File: src/rtl/main_datapath.sv
// main_datapath -- UART-controlled 8-bit ALU.
//
// A command arrives on uartRx as three bytes (operand A, operand B, opcode).
// The ALU result is sent back as one byte on uartTx (8N1, LSB first).
//
// Optional feature macro: ALU_SHIFT_EN
//   defined   : opcodes 0x02 (SRL) and 0x03 (SRA) shift A by B[2:0]
//   undefined : 0x02/0x03 behave like any undefined opcode (result 0x00),
//               and no shifter is built
//
// Ports:
//   clk              system clock, rising edge
//   reset            synchronous, active-high
//   clk70            reserved clock pin, intentionally unused
//   uartRx           serial input (idle high)
//   uartTx           serial output (idle high)
//   ALUzero          last result == 0 (updated in EXEC)
//   ALUOverflow      signed overflow of last ADD/SUB (updated in EXEC)
//   ledIdle          control FSM is in IDLE
//   sentFlag         one-cycle pulse when a result byte finishes
//   notStartUartTx   active-low transmit-start strobe (low during EXEC)
//   ledDataAvailable command in progress (WAIT_B, WAIT_OP, EXEC)
//   sendCounter      number of result bytes sent, wraps at 255
module main_datapath #(
    parameter int CLK_FREQ     = 12500000,
    parameter int BAUD         = 19200,
    parameter int CLKS_PER_BIT = CLK_FREQ / BAUD
) (
    input  logic       clk,
    input  logic       reset,
    input  logic       clk70,
    input  logic       uartRx,
    output logic       uartTx,
    output logic       ALUzero,
    output logic       ALUOverflow,
    output logic       ledIdle,
    output logic       sentFlag,
    output logic       notStartUartTx,
    output logic       ledDataAvailable,
    output logic [7:0] sendCounter
);

    localparam int CNT_W = (CLKS_PER_BIT > 2) ? $clog2(CLKS_PER_BIT) : 1;
    localparam logic [CNT_W-1:0] BIT_LAST  = CNT_W'(CLKS_PER_BIT - 1);
    localparam logic [CNT_W-1:0] HALF_LAST = CNT_W'(CLKS_PER_BIT / 2 - 1);

    typedef enum logic [2:0] {IDLE, WAIT_B, WAIT_OP, EXEC, SEND} state_t;

    state_t state, state_nxt;

    logic unused_clk70;
    assign unused_clk70 = clk70;

    // Returns {overflow, result}.
    function automatic logic [8:0] alu_calc(input logic [7:0] opa,
                                            input logic [7:0] opb,
                                            input logic [7:0] op);
        logic        [7:0] r;
        logic              v;
        logic signed [7:0] sa;
        r  = '0;
        v  = 1'b0;
        sa = opa;
        case (op)
            8'h20: begin
                r = opa + opb;
                v = (opa[7] == opb[7]) && (r[7] != opa[7]);
            end
            8'h22: begin
                r = opa - opb;
                v = (opa[7] != opb[7]) && (r[7] != opa[7]);
            end
            8'h24: r = opa & opb;
            8'h25: r = opa | opb;
            8'h26: r = opa ^ opb;
            8'h27: r = ~(opa | opb);
`ifdef ALU_SHIFT_EN
            8'h02: r = opa >> opb[2:0];
            8'h03: r = sa >>> opb[2:0];
`endif
            default: r = '0;
        endcase
        return {v, r};
    endfunction

    // ---- receiver: synchronizer plus falling-edge detect ----
    logic rx_s1, rx_s2, rx_s3;

    always_ff @(posedge clk) begin
        if (reset) begin
            rx_s1 <= 1'b1;
            rx_s2 <= 1'b1;
            rx_s3 <= 1'b1;
        end else begin
            rx_s1 <= uartRx;
            rx_s2 <= rx_s1;
            rx_s3 <= rx_s2;
        end
    end

    // rx_bit: 0 = start-bit check at half a bit, 1..8 = data, 9 = stop
    logic             rx_busy;
    logic             rx_done;
    logic [3:0]       rx_bit;
    logic [CNT_W-1:0] rx_cnt;
    logic [7:0]       rx_sh;

    always_ff @(posedge clk) begin
        if (reset) begin
            rx_busy <= 1'b0;
            rx_done <= 1'b0;
            rx_bit  <= '0;
            rx_cnt  <= '0;
        end else begin
            rx_done <= 1'b0;
            if (!rx_busy) begin
                if (rx_s3 && !rx_s2) begin
                    rx_busy <= 1'b1;
                    rx_bit  <= '0;
                    rx_cnt  <= '0;
                end
            end else if (rx_cnt != ((rx_bit == 4'd0) ? HALF_LAST : BIT_LAST)) begin
                rx_cnt <= rx_cnt + 1'b1;
            end else begin
                rx_cnt <= '0;
                if (rx_bit == 4'd0) begin
                    // line back high at mid start bit: treat as a glitch
                    if (rx_s2) rx_busy <= 1'b0;
                    else       rx_bit  <= 4'd1;
                end else if (rx_bit <= 4'd8) begin
                    rx_sh  <= {rx_s2, rx_sh[7:1]};
                    rx_bit <= rx_bit + 4'd1;
                end else begin
                    // a low stop bit is a framing error: byte is dropped
                    rx_busy <= 1'b0;
                    rx_done <= rx_s2;
                end
            end
        end
    end

    // ---- control FSM ----
    logic       tx_done;
    logic [7:0] opnd_a, opnd_b, opcode;
    logic [8:0] alu_out;

    assign alu_out = alu_calc(opnd_a, opnd_b, opcode);

    always_ff @(posedge clk) begin
        if (reset) state <= IDLE;
        else       state <= state_nxt;
    end

    always_comb begin
        state_nxt        = state;
        ledIdle          = 1'b0;
        ledDataAvailable = 1'b0;
        notStartUartTx   = 1'b1;
        sentFlag         = 1'b0;
        case (state)
            IDLE: begin
                ledIdle = 1'b1;
                if (rx_done) state_nxt = WAIT_B;
            end
            WAIT_B: begin
                ledDataAvailable = 1'b1;
                if (rx_done) state_nxt = WAIT_OP;
            end
            WAIT_OP: begin
                ledDataAvailable = 1'b1;
                if (rx_done) state_nxt = EXEC;
            end
            EXEC: begin
                ledDataAvailable = 1'b1;
                notStartUartTx   = 1'b0;
                state_nxt        = SEND;
            end
            SEND: begin
                if (tx_done) begin
                    sentFlag  = 1'b1;
                    state_nxt = IDLE;
                end
            end
            default: state_nxt = IDLE;
        endcase
    end

    always_ff @(posedge clk) begin
        if (rx_done) begin
            case (state)
                IDLE:    opnd_a <= rx_sh;
                WAIT_B:  opnd_b <= rx_sh;
                WAIT_OP: opcode <= rx_sh;
                default: ;
            endcase
        end
    end

    always_ff @(posedge clk) begin
        if (reset) begin
            ALUzero     <= 1'b0;
            ALUOverflow <= 1'b0;
            sendCounter <= '0;
        end else begin
            if (state == EXEC) begin
                ALUzero     <= (alu_out[7:0] == 8'h00);
                ALUOverflow <= alu_out[8];
            end
            if (sentFlag) sendCounter <= sendCounter + 8'd1;
        end
    end

    // ---- transmitter: loaded on the edge that leaves EXEC ----
    logic             tx_busy;
    logic [3:0]       tx_bit;
    logic [CNT_W-1:0] tx_cnt;
    logic [7:0]       tx_sh;

    always_ff @(posedge clk) begin
        if (reset) begin
            tx_busy <= 1'b0;
            tx_done <= 1'b0;
            tx_bit  <= '0;
            tx_cnt  <= '0;
            uartTx  <= 1'b1;
        end else begin
            tx_done <= 1'b0;
            if (state == EXEC) begin
                tx_busy <= 1'b1;
                tx_bit  <= '0;
                tx_cnt  <= '0;
                tx_sh   <= alu_out[7:0];
                uartTx  <= 1'b0;
            end else if (tx_busy) begin
                if (tx_cnt != BIT_LAST) begin
                    tx_cnt <= tx_cnt + 1'b1;
                end else begin
                    tx_cnt <= '0;
                    if (tx_bit < 4'd8) begin
                        uartTx <= tx_sh[0];
                        tx_sh  <= {1'b0, tx_sh[7:1]};
                        tx_bit <= tx_bit + 4'd1;
                    end else if (tx_bit == 4'd8) begin
                        uartTx <= 1'b1;
                        tx_bit <= 4'd9;
                    end else begin
                        tx_busy <= 1'b0;
                        tx_done <= 1'b1;
                    end
                end
            end
        end
    end

endmodule

File: config.mk
export PLATFORM = sky130hd
export DESIGN_NAME = main_datapath
export DESIGN_NICKNAME = d
export VERILOG_FILES = /design/src/rtl/main_datapath.sv
export SDC_FILE = /design/constraint.sdc
export NUM_CORES = 1
export LEC_CHECK = 0
export ABC_AREA = 0
export CAP_MARGIN = 40
export CORE_AREA = 2 2 97 99
export CTS_CLUSTER_SIZE = 8
export DETAILED_ROUTE_END_ITERATION = 7
export DIE_AREA = 0 0 99 101
export MAX_ROUTING_LAYER = met4
export PLACE_DENSITY = 0.82
export SYNTH_ARGS = -nofsm -noshare
export SYNTH_HDL_FRONTEND = slang
export SYNTH_SLANG_ARGS = --single-unit
File: constraint.sdc
create_clock -name clk -period 3.38 [get_ports clk]
set_input_delay 1.014 -clock clk [delete_from_list [all_inputs] [get_ports clk]]
set_output_delay 1.014 -clock clk [all_outputs]
set_load 0.01 [all_outputs]
## Word level (Yosys, flattened, before mapping)

Index checks and enable logic that the tools add are counted.

| storage, ports and cells | value |
|---|---|
| input bits | 4 |
| output and inout port bits | 15 |
| register bits after elaboration | 89 |
| logic and storage cells | 136 |

| operators by class | value |
|---|---|
| $add $sub $neg | 7 |
| bitwise operators | 10 |
| magnitude comparators | 2 |
| equality and inequality tests | 25 |
| reductions and logical operators | 25 |
| mux-type cells | 46 |

Operators with widths:

| cell | count |
|---|---|
| 10-bit 2-to-1 mux | 5 |
| 8-bit by 6-bit == test with 1-bit output (second input constant) | 6 |
| 8-bit case mux with 6 select lines | 1 |
| 4-bit 2-to-1 mux | 8 |
| 8-bit 2-to-1 mux | 4 |
| 1-bit 2-to-1 mux | 22 |
| 10-bit by 1-bit adder with 10-bit output (second input constant) | 2 |
| 3-bit case mux with 5 select lines | 1 |
| 3-bit 2-to-1 mux | 4 |
| 2-bit != test (second input constant) | 6 |
| 4-bit AND reduction | 3 |
| 10-bit != test | 1 |
| 10-bit != test (second input constant) | 1 |
| 5-bit OR reduction | 2 |
| 4-bit by 1-bit adder with 4-bit output (second input constant) | 2 |
| 8-bit by 1-bit adder with 8-bit output (second input constant) | 1 |
| 8-bit adder | 1 |
| 8-bit AND | 1 |
| 8-bit zero test | 1 |
| 8-bit inverter | 1 |
| 8-bit bitwise OR | 1 |
| 2-bit nonzero test | 4 |
| 8-bit subtractor | 1 |
| 8-bit bitwise XOR | 1 |
| other kinds (22) | 35 |

## Logic depth before layout (Yosys ltp)

Gate-level depths: netlist of the first run.

| logic depth | value |
|---|---|
| word-level depth | 6 |
| depth in mapped cells | 10 |
| gate-level depth less buffers | 10 |

## Worst setup path before layout of the first run

Ideal clock, no wire load.

| timing | value |
|---|---|
| kind | register to register |
| start point | reg rx_bit[0] |
| end point | reg rx_sh[0] (enable) |
| cell stages (with the launch flop) | 8 |
| path buffers | 0 |
| arrival | 2.468 ns |
| data required time | 2.982 ns |
| period minus slack after synthesis | 2.866 ns |
| setup time | 0.398 ns |
| setup slack | 0.514 ns |
| path through | dfxtp_1 inv_1 ha_1 nor3b_2 nor4b_1 o21ai_1 or2_2 nor4b_1 |

| between the ends | value |
|---|---|
| word-level cells in the longest chain between the ends | 5 |

Ends and longest elaborated chain:

| what | line | source |
|---|---|---|
| from (decl) | 104 | `logic [3:0] rx_bit;` |
| from (signal assigned) | 132 | `rx_bit <= rx_bit + 4'd1;` |
| 4-bit zero test | 122, 126 |  |
| 10-bit 2-to-1 mux | 122 | `end else if (rx_cnt != ((rx_bit == 4'd0) ? HALF_LAST : BIT_LAST)) begin` |
| 10-bit != test | 122 |  |
| 1-bit inverter (no source line) | -- |  |
| 5-bit AND reduction (no source line) * | -- |  |
| to (signal assigned) | 131 | `rx_sh <= {rx_s2, rx_sh[7:1]};` |
| to (decl) | 106 | `logic [7:0] rx_sh;` |

Every way passes the cells marked *; elsewhere a longest branch is shown, timed or not.
A chain may end at the register's enable or synchronous reset.

## Final worst setup path of the first run

| timing | value |
|---|---|
| start point | reg state[2] |
| end point | out sentFlag |

| between the ends | value |
|---|---|
| word-level cells in the longest chain between the ends | 2 |

Ends and longest elaborated chain:

| what | line | source |
|---|---|---|
| from (decl) | 49 | `state_t state, state_nxt;` |
| from (signal assigned) | 151 | `else state <= state_nxt;` |
| 3-bit == test | 160 | `case (state)` |
| 1-bit 2-to-1 mux | 160 |  |
| to (decl) | 37 | `output logic sentFlag,` |

No other way between the ends.

==> results.sh, run 1 <==
export IMPL_final_area_mm2=0.00525
export IMPL_min_from="rx_s1"
export IMPL_r2r_cells=9
export IMPL_r2r_slack_ns=0.49
export IMPL_track_usage_pct=18.9
export IMPL_worstSetupPathType="flip-flop to primary output"
export IMPL_coreArea_mm2=0.00898
export IMPL_cts_root_buf="clkbuf_8"
export IMPL_grt_util_met1_pct=22.9
export IMPL_clock_latency_ns=0.37
export IMPL_p_per_area_mw_per_mm2=355
export IMPL_diodes=0
export IMPL_io_buffers=17
export IMPL_final_layout_size_suffix_gt1_share_pct=8.06
export IMPL_placed_cells=604
export IMPL_synth_area_leader_cell="edfxtp_1"
export IMPL_fin_crit_ns=2.93
export IMPL_place_gp_congestion=0.941
export IMPL_worstHoldPathCells=1
export IMPL_hold_class="flip-flop to flip-flop"
export IMPL_rr_endpoint="ALUzero"
export IMPL_grt_most_used_layer="met2"
export IMPL_path_max_fanout=10
export IMPL_cap_violations=0
export IMPL_slew_headroom_pct=49.8
export IMPL_tns_ns=0
export IMPL_routedWlPerCell_um=14.4
export IMPL_dp_slack_ns=0.537
export IMPL_ant_nets=0
export IMPL_fill_cells=727
export IMPL_max_clock_freq_ghz=0.341
export IMPL_die_area_mm2=0.0100
export IMPL_cp_required_ns=2.37
export IMPL_hold_buffers=0
export IMPL_clock_sinks=89
export IMPL_placedInstanceArea_mm2=0.00506
export IMPL_place_hpwl_um=6450
export IMPL_die_width_um=99
export IMPL_syn_nets=524
export IMPL_use_met2_pct=31.2
export IMPL_tightestPinTransition_ns=0.754
export IMPL_dieHeight_um=101
export IMPL_synth_ff_type="dfxtp_1"
export IMPL_regArea_mm2=0.00218
export IMPL_synth_commonest_cells="nor2_1, dfxtp_1, edfxtp_1, inv_1, nand2_1"
export IMPL_cp_arrival_ns=1.92
export IMPL_cts_buffers=9
export IMPL_cts_setup_buffers=0
export IMPL_worstSetupStartpointType="flip-flop"
export IMPL_hold_path_end="rx_s2"
export IMPL_ctsHtreeMaxLevel=3
export IMPL_start_util_pct=53.3
export IMPL_grt_pass1_wl_um=14800
export IMPL_drv_slew=0
export IMPL_grt_max_degree=33
export IMPL_skew_ns=0.0211
export IMPL_setup_viol=0
export IMPL_yosysMostFrequentCell="nor2_1"
export IMPL_final_nets=541
export IMPL_cts_tree="done"
export IMPL_grt_overflow=0
export IMPL_leakage_nw=1.97
export IMPL_vias_per_cell=5.73
export IMPL_fin_ws_ns=0.451
export IMPL_async_reset_ff_share_pct=0
export IMPL_rr_startpoint="opnd_b[0]"
export IMPL_wl_um=8930
export IMPL_antenna_found_initial=0
export IMPL_met3_usage_pct=4.44
export IMPL_status="finished clean"
export IMPL_grt_setup_unrepaired="no"
export IMPL_drt_initial_drc_count=219
export IMPL_rows=35
export IMPL_path_clk_slew_ns=0.11
export IMPL_drt_first_pass_iters=5
export IMPL_synth_edf_count=40
export IMPL_fin_cells=620
export IMPL_yosysSeqAreaShare_pct=45.6
export IMPL_endpoint_kind="primary output"
export IMPL_multiInputGateArea_mm2=0.00237
export IMPL_yosys_cell_types_count=70
export IMPL_ios=19
export IMPL_finalCritPeriodShare_pct=86.7
export IMPL_syn_area_mm2=0.00479
export IMPL_post_cts_resize_count=0
export IMPL_synth_cells=487
export IMPL_synth_area_leaders="edfxtp_1, dfxtp_1, ha_1"
export IMPL_avgSynthCellArea_um2=9.83
export IMPL_yosys_warnings=0
export IMPL_ctsLongestPathBuffers=2
export IMPL_grt_pass1_vias=3332
export IMPL_dr_total_vias=3550
export IMPL_final_hold_violation_count=0
export IMPL_ys_ff_latch=89
export IMPL_areaGrowthSynthToFinish_pct=9.75
export IMPL_drc_errors=0
export IMPL_irDropWorstVdd_uv=200
export IMPL_synth_top_area_share_pct=25.1
[metal layers]
layer,wire (µm),share of wire (%)
met2,4430,50
met4,102,1.1
met1,4050,45
met3,353,4.0
met5,0,0
[cell families (layout without fill, tap and decap cells)]
| family | after synthesis | count (layout) | share of synthesized area [%] |
|---|---|---|---|
| xor+xnor | 29 | 29 | 5.31 |
| flops | 89 | 89 | 45.6 |
| compound gates | 97 | 97 | 13.6 |
| mux | 8 | 8 | 1.73 |
| buf+inv | 54 | 76 | 4.84 |
| simple gates | 177 | 177 | 20.0 |
| fa+ha+maj | 33 | 33 | 8.94 |
[metrics by stage]
stage               hold WS [ns]  total power (W)  util (%)
global placement           0.391          0.00118      56.4
global route               0.450          0.00193      58.5
floorplan                  0.389          0.00117         -
CTS                        0.414          0.00188      58.5
finish                     0.413          0.00186      58.5
detailed placement         0.393          0.00118      56.4
[power by group]
part | internal (W) | switching (W)
combinational | 0.0000107 | 0.0000211
clock | 0.000288 | 0.000424
sequential | 0.00112 | 0.00000478
[sequential cells by signal, indices dropped and copies added (netlist names)]
signal	count
sendCounter	8
rx_busy	1
state	3
rx_sh	8
opnd_a	8
uartTx	1
ALUzero	1
rx_cnt	10
rx_s3	1
tx_sh	8
tx_bit	4
rx_bit	4
tx_done	1
tx_cnt	10
rx_s1	1
rx_s2	1
rx_done	1
opnd_b	8
tx_busy	1
opcode	8
ALUOverflow	1
[how the worst max path moves through the flow]
stage               from       end  slack [ns]  cells after the start
2_1_floorplan  rx_bit[0]  rx_sh[0]        0.51                      7
3_3_place_gp   opnd_b[0]   ALUzero        0.58                      9
3_5_place_dp   opnd_b[0]   ALUzero        0.54                      9
4_1_cts         state[2]  sentFlag        0.45                      2
5_1_grt        opnd_a[0]   ALUzero        0.31                     10
6_report        state[2]  sentFlag        0.45                      2
[placed cells by master, fill, tap and decap left out, drive strengths merged, types with 9 or more instances in the layout]
master / Yosys / layout
a21oi: 26 / 26
and3: 12 / 12
buf: 8 / 9
clkbuf: 12 / 9
clkdlybuf4s50: 0 / 17
dfxtp: 49 / 49
edfxtp: 40 / 40
ha: 31 / 31
inv: 34 / 38
nand2: 33 / 33
nand3: 11 / 11
nor2: 52 / 52
nor3: 13 / 13
o21ai: 18 / 18
xnor2: 15 / 15
xor2: 14 / 14
[worst max-delay path, cell delays in order, from the launching register on]
cell and delay (ns):
dfxtp_1 0.55, and3_1 0.39, clkdlybuf4s50_1 0.60
[layout make-up]
type / instances / share of cell area (%)
multi-input cells: 344 / 45.2
inverters: 34 / 2.43
flip-flops and latches: 89 / 41.5
well taps: 111 / 2.64
clock inverters: 7 / 1.33
repair buffers: 26 / 4.52
clock buffers: 9 / 2.36
No activity file was read; power rests on OpenSTA's default activity.
==> run 2, diff against run 1 <==
--- a/config.mk
+++ b/config.mk
@@ -8,11 +8,13 @@
 export ABC_AREA = 0
 export CAP_MARGIN = 40
 export CORE_AREA = 2 2 97 99
+export CTS_BUF_LIST = sky130_fd_sc_hd__clkbuf_4
 export CTS_CLUSTER_SIZE = 8
 export DETAILED_ROUTE_END_ITERATION = 7
 export DIE_AREA = 0 0 99 101
 export MAX_ROUTING_LAYER = met4
 export PLACE_DENSITY = 0.82
+export SLEW_MARGIN = 20
 export SYNTH_ARGS = -nofsm -noshare
 export SYNTH_HDL_FRONTEND = slang
 export SYNTH_SLANG_ARGS = --single-unit
==> constraint.sdc (replaced) <==
create_clock -name clk -period 3.3 [get_ports clk]
set_input_delay 0.99 -clock clk [delete_from_list [all_inputs] [get_ports clk]]
set_output_delay 0.99 -clock clk [all_outputs]
set_load 0.01 [all_outputs]
==> run 2 against run 1 <==
  * Critical path depth is 1 higher
  * Critical path type unchanged
  * Count of clock-buffer cells in the layout is 1 higher
  * Register-to-register slack worse by 0.03 ns
  * Critical endpoint unchanged
  * Largest cell class unchanged
  * Hold slack better by 0.014 ns
  * Non-clock buffer count stayed put
  * Via count is 0.76% higher
  * Combinational power is 4% higher
  * Setup slack worse by 0.17 ns
==> results.sh, run 2 (same netlist as run 1, synthesis figures left out) <==
export IMPL_status="finished clean"
export IMPL_die_area_mm2=0.0100
export IMPL_min_from="rx_s1"
export IMPL_final_common_cell="nor2_1"
export IMPL_wl_um=9100
export IMPL_ctsHtreeMaxLevel=3
export IMPL_cts_root_buf="clkbuf_4"
export IMPL_areaGrowthSynthToFinish_pct=8.81
export IMPL_path_max_fanout=9
export IMPL_final_cell_mix="nor2_1, dfxtp_1, edfxtp_1"
export IMPL_hold_buffers=0
export IMPL_cap_violations=0
export IMPL_drv_slew=0
export IMPL_drt_initial_drc_count=167
export IMPL_cts_tree="done"
export IMPL_p_per_area_mw_per_mm2=349
export IMPL_cp_arrival_ns=2.03
export IMPL_vias_per_cell=5.77
export IMPL_endpoint_kind="primary output"
export IMPL_tightestPinTransition_ns=0.729
export IMPL_place_hpwl_um=6490
export IMPL_slew_headroom_pct=51.4
export IMPL_cp_required_ns=2.31
export IMPL_dieHeight_um=101
export IMPL_irDropWorstVdd_uv=166
export IMPL_track_usage_pct=19.7
export IMPL_tns_ns=0
export IMPL_final_hold_violation_count=0
export IMPL_startpoint="state[1]"
export IMPL_cts_buffers=9
export IMPL_post_cts_resize_count=0
export IMPL_drt_first_pass_iters=5
export IMPL_grt_pass1_vias=3443
export IMPL_dp_slack_ns=0.477
export IMPL_regArea_mm2=0.00218
export IMPL_cpMaxStageDelayCell="clkdlybuf4s50_1"
export IMPL_worstSetupStartpointType="flip-flop"
export IMPL_ant_nets=0
export IMPL_coreArea_mm2=0.00898
export IMPL_diodes=0
export IMPL_fin_ws_ns=0.281
export IMPL_final_layout_size_suffix_gt1_share_pct=8.06
export IMPL_max_clock_freq_ghz=0.331
export IMPL_ios=19
export IMPL_multiInputGateArea_mm2=0.00237
export IMPL_final_nets=541
export IMPL_reg_top3="rx_cnt: 10 flops, tx_cnt: 10 flops"
export IMPL_grt_overflow=0
export IMPL_start_util_pct=53.3
export IMPL_ctsLongestPathBuffers=2
export IMPL_path_clk_slew_ns=0.15
export IMPL_grt_pass1_wl_um=15700
export IMPL_io_buffers=17
export IMPL_grt_setup_unrepaired="no"
export IMPL_setup_viol=0
export IMPL_fill_cells=741
export IMPL_grt_max_degree=33
export IMPL_fin_crit_ns=3.02
export IMPL_rr_startpoint="opnd_b[0]"
export IMPL_antenna_found_initial=0
export IMPL_worstSetupPathType="flip-flop to primary output"
export IMPL_routedWlPerCell_um=14.7
export IMPL_layout_core_utilization_pct=58.0
export IMPL_skew_ns=0.0272
export IMPL_hold_class="flip-flop to flip-flop"
export IMPL_finalCritPeriodShare_pct=91.5
export IMPL_leakage_nw=1.96
export IMPL_clock_sinks=89
export IMPL_hold_ws_ns=0.427
export IMPL_die_width_um=99
export IMPL_dr_total_vias=3577
export IMPL_drc_errors=0
export IMPL_clock_latency_ns=0.45
export IMPL_cts_setup_buffers=0
export IMPL_cpPeakStageDelay_ns=0.60
export IMPL_place_gp_congestion=0.954
export IMPL_rows=35
export IMPL_crit_chain="nor2_1, and3_1, clkdlybuf4s50_1"
run 2: changes by cell type in the layout (fill, tap and decap cells not counted), sizes merged:
cell / previous run / this run
bufinv: 0 / 1
clkbuf: 9 / 10
inv: 38 / 37
clkinvlp: 1 / 0
run 2: critical path, delay by kind of cell (launching register included):
kind                   cells  cell delay [ns]
buffers and inverters      1             0.60
flip-flops                 1             0.42
AND/OR/NAND/NOR            2             0.56
run 2: per-stage QoR:
stage          total power, W  cells  instance area, µm²
3_3_place_gp          0.00121    604                5060
4_1_cts               0.00184    620                5210
2_1_floorplan         0.00120    487                4790
3_5_place_dp          0.00121    604                5060
6_report              0.00182    620                5210
5_1_grt               0.00189    620                5210
run 2: report_power, final:
| group | switching (W) | total (W) | internal, W |
|---|---|---|---|
| Sequential | 0.00000494 | 0.00115 | 0.00114 |
| Combinational | 0.0000222 | 0.0000332 | 0.0000110 |
| Clock | 0.000386 | 0.000636 | 0.000251 |
| Total | 0.000413 | 0.00182 | 0.00141 |
run 2: cell type report:
type | count | share of cell area, %
Sequential cell | 89 | 41.9
Clock buffer | 10 | 1.44
Tap cell | 111 | 2.67
Inverter | 34 | 2.45
Timing Repair Buffer | 26 | 4.56
Clock inverter | 6 | 1.42
Multi-Input combinational cell | 344 | 45.6
run 2: worst paths after layout:
path	depth (start not counted)	slack (ns)	endpoint
max	3	0.28	sentFlag
max reg2reg	9	0.46	ALUzero
min reg2reg	1	0.43	rx_s2
min	1	0.43	rx_s2
run 2: metal layers:
layer / up-vias / share of wire, % / global-route usage (%)
met4: 0 / 1.7 / 7.38
li1: 1787 / - / -
met2: 89 / 49 / 32.4
met5: - / 0 / -
met3: 14 / 3.8 / 3.81
met1: 1687 / 46 / 24.3
